$ cat config.mk
export PLATFORM = sky130hd
export DESIGN_NAME = control_sequencer
export DESIGN_NICKNAME = d
export VERILOG_FILES = /design/src/rtl/control_sequencer.sv
export SDC_FILE = /design/constraint.sdc
export NUM_CORES = 1
export LEC_CHECK = 0
export ABC_AREA = 1
export BUFFER_PORTS_ARGS = -buffer_cell sky130_fd_sc_hd__buf_2
export CAP_MARGIN = 20
export CORE_MARGIN = 3
export CORE_UTILIZATION = 50
export CTS_BUF_LIST = sky130_fd_sc_hd__clkbuf_8
export DETAILED_ROUTE_END_ITERATION = 16
export GPL_ROUTABILITY_DRIVEN = 0
export PLACE_DENSITY = 0.75
export SYNTH_ARGS = -nofsm -noshare
export SYNTH_HDL_FRONTEND = slang
export SYNTH_SLANG_ARGS = --single-unit
$ cat constraint.sdc
create_clock -name clk -period 1.8 [get_ports clk]
set_input_delay 0.09 -clock clk [delete_from_list [all_inputs] [get_ports clk]]
set_output_delay 0.09 -clock clk [all_outputs]
set_load 0.005 [all_outputs]
$ cat src/rtl/control_sequencer.sv
// Stage sequencer and control decoder for the 8-bit core: LOAD/FETCH/DECODE/DWAIT/EXECUTE FSM.
// Optional single-step mode enabled by defining CONTROL_SEQUENCER_STEP_EN.
module control_sequencer #(
  parameter int unsigned IW         = 12,
  parameter int unsigned SR_W       = 4,
  parameter int unsigned PROG_DEPTH = 16,
  parameter int unsigned WAIT_MAX   = 7,
  parameter int unsigned CNT_W      = 16,
  localparam int unsigned LA_W      = $clog2(PROG_DEPTH)
) (
  input  logic             clk,
  input  logic             rst_n,
  input  logic             load_start,
  input  logic             run_start,
  input  logic             halt_req,
`ifdef CONTROL_SEQUENCER_STEP_EN
  input  logic             step,
`endif
  input  logic [IW-1:0]    I,
  input  logic [SR_W-1:0]  SR,
  input  logic             dmem_rdy,
  output logic             pc_e,
  output logic             acc_e,
  output logic             alu_e,
  output logic             ir_e,
  output logic             sr_e,
  output logic             dr_e,
  output logic             dmem_e,
  output logic             dmem_we,
  output logic             pmem_e,
  output logic             pmem_le,
  output logic             mux1_sel,
  output logic             mux2_sel,
  output logic [3:0]       alu_mode,
  output logic [LA_W-1:0]  load_addr,
  output logic             busy,
  output logic             err,
  output logic [CNT_W-1:0] instr_cnt
);

  localparam int unsigned WC_W = (WAIT_MAX > 1) ? $clog2(WAIT_MAX) : 1;

  typedef enum logic [2:0] {
    S_IDLE    = 3'd0,
    S_LOAD    = 3'd1,
    S_FETCH   = 3'd2,
    S_DECODE  = 3'd3,
    S_DWAIT   = 3'd4,
    S_EXECUTE = 3'd5
`ifdef CONTROL_SEQUENCER_STEP_EN
    , S_STEP  = 3'd6
`endif
  } state_e;

  state_e           state_q, state_d;
  logic [LA_W-1:0]  load_cnt_q, load_cnt_d;
  logic [WC_W-1:0]  wait_cnt_q, wait_cnt_d;
  logic [CNT_W-1:0] instr_cnt_q, instr_cnt_d;
  logic             err_q, err_d;

  logic       is_mem;
  logic [1:0] idx;
  logic [3:0] sr_ext;

  assign is_mem = (I[IW-1:IW-3] == 3'b001);
  assign idx    = I[IW-3:IW-4];

  // Flags beyond SR_W read as 0 so the jump condition index never leaves SR.
  for (genvar g = 0; g < 4; g++) begin : g_sr_ext
    if (g < SR_W) begin : g_in
      assign sr_ext[g] = SR[g];
    end else begin : g_out
      assign sr_ext[g] = 1'b0;
    end
  end

  if (SR_W > 4) begin : g_sr_unused
    logic unused_sr;
    assign unused_sr = ^SR[SR_W-1:4];
  end
  if (IW > 8) begin : g_i_unused
    logic unused_i;
    assign unused_i = ^I[IW-9:0];
  end

  always_ff @(posedge clk or negedge rst_n) begin
    if (!rst_n) begin
      state_q     <= S_IDLE;
      load_cnt_q  <= '0;
      wait_cnt_q  <= '0;
      instr_cnt_q <= '0;
      err_q       <= 1'b0;
    end else begin
      state_q     <= state_d;
      load_cnt_q  <= load_cnt_d;
      wait_cnt_q  <= wait_cnt_d;
      instr_cnt_q <= instr_cnt_d;
      err_q       <= err_d;
    end
  end

  always_comb begin
    state_d     = state_q;
    load_cnt_d  = load_cnt_q;
    wait_cnt_d  = wait_cnt_q;
    instr_cnt_d = instr_cnt_q;
    err_d       = err_q;
    case (state_q)
      S_IDLE: begin
        if (load_start) begin
          state_d    = S_LOAD;
          load_cnt_d = '0;
          err_d      = 1'b0;
        end else if (run_start) begin
          state_d = S_FETCH;
          err_d   = 1'b0;
        end
      end
      S_LOAD: begin
        load_cnt_d = load_cnt_q + LA_W'(1);
        if (load_cnt_q == LA_W'(PROG_DEPTH - 1)) state_d = S_FETCH;
      end
      S_FETCH: state_d = S_DECODE;
      S_DECODE: begin
        if (is_mem && !dmem_rdy) begin
          state_d    = S_DWAIT;
          wait_cnt_d = '0;
        end else begin
          state_d = S_EXECUTE;
        end
      end
      S_DWAIT: begin
        if (dmem_rdy) begin
          state_d = S_EXECUTE;
        end else if (wait_cnt_q == WC_W'(WAIT_MAX - 1)) begin
          state_d = S_IDLE;
          err_d   = 1'b1;
        end else begin
          wait_cnt_d = wait_cnt_q + WC_W'(1);
        end
      end
      S_EXECUTE: begin
        if (instr_cnt_q != '1) instr_cnt_d = instr_cnt_q + CNT_W'(1);
`ifdef CONTROL_SEQUENCER_STEP_EN
        state_d = halt_req ? S_IDLE : S_STEP;
`else
        state_d = halt_req ? S_IDLE : S_FETCH;
`endif
      end
`ifdef CONTROL_SEQUENCER_STEP_EN
      S_STEP: begin
        if (halt_req)  state_d = S_IDLE;
        else if (step) state_d = S_FETCH;
      end
`endif
      default: state_d = S_IDLE;
    endcase
  end

  always_comb begin
    pc_e      = 1'b0;
    acc_e     = 1'b0;
    alu_e     = 1'b0;
    ir_e      = 1'b0;
    sr_e      = 1'b0;
    dr_e      = 1'b0;
    dmem_e    = 1'b0;
    dmem_we   = 1'b0;
    pmem_e    = 1'b0;
    pmem_le   = 1'b0;
    mux1_sel  = 1'b0;
    mux2_sel  = 1'b0;
    alu_mode  = 4'h0;
    load_addr = '0;
    case (state_q)
      S_LOAD: begin
        pmem_e    = 1'b1;
        pmem_le   = 1'b1;
        load_addr = load_cnt_q;
      end
      S_FETCH: begin
        pmem_e = 1'b1;
        ir_e   = 1'b1;
      end
      S_DECODE: begin
        dmem_e = is_mem;
        dr_e   = is_mem;
      end
      S_DWAIT: begin
        dmem_e = 1'b1;
        dr_e   = 1'b1;
      end
      S_EXECUTE: begin
        pc_e = 1'b1;
        if (I[IW-1]) begin
          acc_e    = 1'b1;
          alu_e    = 1'b1;
          sr_e     = 1'b1;
          alu_mode = {1'b0, I[IW-2:IW-4]};
          mux1_sel = 1'b1;
        end else if (I[IW-2]) begin
          mux1_sel = sr_ext[idx];
        end else if (I[IW-3]) begin
          alu_e    = 1'b1;
          sr_e     = 1'b1;
          dmem_e   = 1'b1;
          acc_e    = I[IW-4];
          dmem_we  = ~I[IW-4];
          alu_mode = I[IW-5:IW-8];
          mux1_sel = 1'b1;
          mux2_sel = 1'b1;
        end else if (I[IW-4]) begin
          mux1_sel = 1'b1;
        end
      end
      default: ;
    endcase
  end

  assign busy      = (state_q != S_IDLE);
  assign err       = err_q;
  assign instr_cnt = instr_cnt_q;

endmodule
==> qor.txt <==
unrepaired setup endpoints after global routing - no
DRC violations left - 0
first-pass GRT wire length - 7.286 mm
Worst Skew - 0.004039 ns
layout net count - 348
CP Max Fanout - 21
Pleak - 0.001220 uW
Core Area - 3468 sq um
antenna violations before repair - 0
area growth from synthesis to layout - 19.14%
Die ar. - 4539 sq um
IO buf count - 55
setup TNS - 0 ns
Req. time, crit path - 1.96 ns
critical path class - flop to flop
Worst VDD drop - 0.0006774 V
Vias/cell - 5.076
Design Power - 2261 uW
footprint of the multi-input gates - 1035 sq um
Sink Count - 27
Reg clk slew, reported paths - 0.09 ns
Final Max Slew Viols - 0
Hold Vio Cnt, Final - 0
number of CTS-inserted buffers - 3
starting density of the core - 0.5429
Worst-Margin Slew - 0.6180 ns
Routed WL - 4.248 mm
layout cells sized above 1 - 0.2804
Synth area leaders - dfrtp_1 (36%), nand2_1 (15%), nand3_1 (6.6%), inv_1 (6.2%), nor2_1 (5.8%)
CTS tree - built
top-level port count - 60
fin crit period - 1.626 ns
maximum clock path buffer count - 2
largest net degree at the start of global routing - 28
die width - 67.37 um
vias in the first global route - 1709
Vias - 1863
DP HPWL - 3.360 mm
crit start category - flop
path type of the worst min-delay path - primary input to flop
PwrDens - 1008 nW/um^2
Post-Syn Area - 1883 sq um
status - finished clean
drt first pass iters - 4
Rel. slew slack - 0.5880
Syn Inst Count - 264
clk_lat worst skew - 0.27 ns
Total GRT Usage - 0.2040
sequential share of the synthesized area - 0.3588
worst path arrival time - 1.79 ns
most area-hungry cell type in the Yosys netlist - dfrtp_1
total grt overflow - 0
fillers - 341
Ys Warns - 0
Seq. cell area - 676.9 sq um
Site Rows - 21
#FFs+latches synth - 27
wire length per cell - 11.57 um
post-route core utilization - 0.6468
Fmax - 615.1 MHz
Final ANT Viol Nets - 0
Root Driver - clkbuf_8
period utilization - 0.9032
Die Ht - 67.37 um
top-area cell type share of the netlist area - 0.3588
1st-iter DRT viols - 110
Antenna Cells - 0
maxcap violations - 0
final setup violation count - 0
Mean Syn Cell Area - 7.133 sq um
Net Count, Synth - 290
htree depth - 1
count of cell types in the netlist - 29
CP Capture Type - flop
[power breakdown]
| group | total (uW) | switching [uW] | internal [uW] |
|---|---|---|---|
| registers | 903 | 164 | 739 |
| logic | 1010 | 632 | 381 |
| clock network | 345 | 191 | 153 |
| total | 2260 | 988 | 1270 |
[critical path, stage by stage (launching register included)]
cell,delay [ns]
dfrtp_1,0.42
ha_2,0.26
nand3_2,0.12
clkinv_1,0.07
nand3_2,0.09
nand2_4,0.15
nand2_4,0.20
nand2_1,0.14
o21ai_2,0.06
[kinds of logic (layout without fill, tap and decap cells)]
logic type / Yosys count / in the layout / synth area share
flops: 27 / 27 / 0.3588
fa+ha+maj: 4 / 4 / 0.02658
simple gates: 160 / 160 / 0.4013
compound gates: 24 / 24 / 0.07707
buf+inv: 40 / 97 / 0.09435
xor+xnor: 9 / 9 / 0.04186
[layer usage]
| layer | global-route usage | wire (um) |
|---|---|---|
| met5 | 0 | 0 |
| met4 | 0.06835 | 50 |
| met3 | 0.01664 | 178 |
| met2 | 0.3804 | 2178 |
| met1 | 0.2443 | 1841 |
[registers in the layout (all words and copies together) (netlist names)]
signal,cells
err,1
instr_cnt,16
load_cnt_q,4
state_q,3
wait_cnt_q,3
[per-stage QoR]
stage / instances / hold slack [ns] / worst slack [ns] / area (sq um)
4_1_cts: 367 / 0.06435 / 0.07460 / 2237
5_1_grt: 367 / 0.07711 / 0.03130 / 2243
3_5_place_dp: 362 / 0.1455 / 0.1386 / 2182
3_3_place_gp: 362 / 0.1395 / 0.1912 / 2182
6_report: 367 / 0.07354 / 0.1742 / 2243
2_1_floorplan: 264 / -0.2056 / 0.3579 / 1883
[cell usage after synthesis (all sizes together)]
master,instances
nor2,30
nor3,5
clkinv,1
nand3,29
o22ai,2
xnor2,1
buf,3
xor2,8
a21oi,2
inv,36
dfrtp,27
nand4,7
or2,1
ha,4
nand2,88
o21ai,20
[path summary, 6_finish.rpt]
check / slack [ns] / start / depth (start not counted) / endpoint
max reg2reg: 0.17 / instr_cnt[0] / 8 / instr_cnt[6]
max in group asynchronous: 1.01 / rst_n / 2 / state_q[1]
min in group asynchronous: 0.36 / rst_n / 2 / instr_cnt[5]
min reg2reg: 0.50 / err / 2 / err
min: 0.07 / dmem_rdy / 3 / state_q[2]
max: 0.17 / instr_cnt[0] / 8 / instr_cnt[6]
[placed cells by master, fill, tap and decap left out, types with 2 or more instances in the layout]
| master | n |
|---|---|
| nand2_1 | 76 |
| buf_2 | 55 |
| inv_1 | 31 |
| nor2_1 | 29 |
| dfrtp_1 | 26 |
| nand3_1 | 25 |
| o21ai_0 | 13 |
| nand2_2 | 9 |
| xor2_1 | 8 |
| nand4_1 | 7 |
| o21ai_2 | 6 |
| inv_2 | 5 |
| nor3_1 | 4 |
| nand3_2 | 3 |
| ha_1 | 3 |
| clkbuf_8 | 3 |
| a21oi_1 | 2 |
| nand2_4 | 2 |
| o22ai_1 | 2 |
[timing repair]
item,4_1_cts,5_1_grt
hold endpoints to repair,27,0
gates resized for setup,0,4
setup endpoints to repair,0,3
hold buffers,1,0
setup buffers,0,0
[final cells by class]
type | instances | area share
clock buffers | 3 | 0.01840
clock inverters | 1 | 0.001673
inverters | 37 | 0.06414
multi-input cells | 197 | 0.4612
flip-flops and latches | 27 | 0.3017
well taps | 46 | 0.02566
repair buffers | 56 | 0.1272
Power figures use the tool's default switching activity.
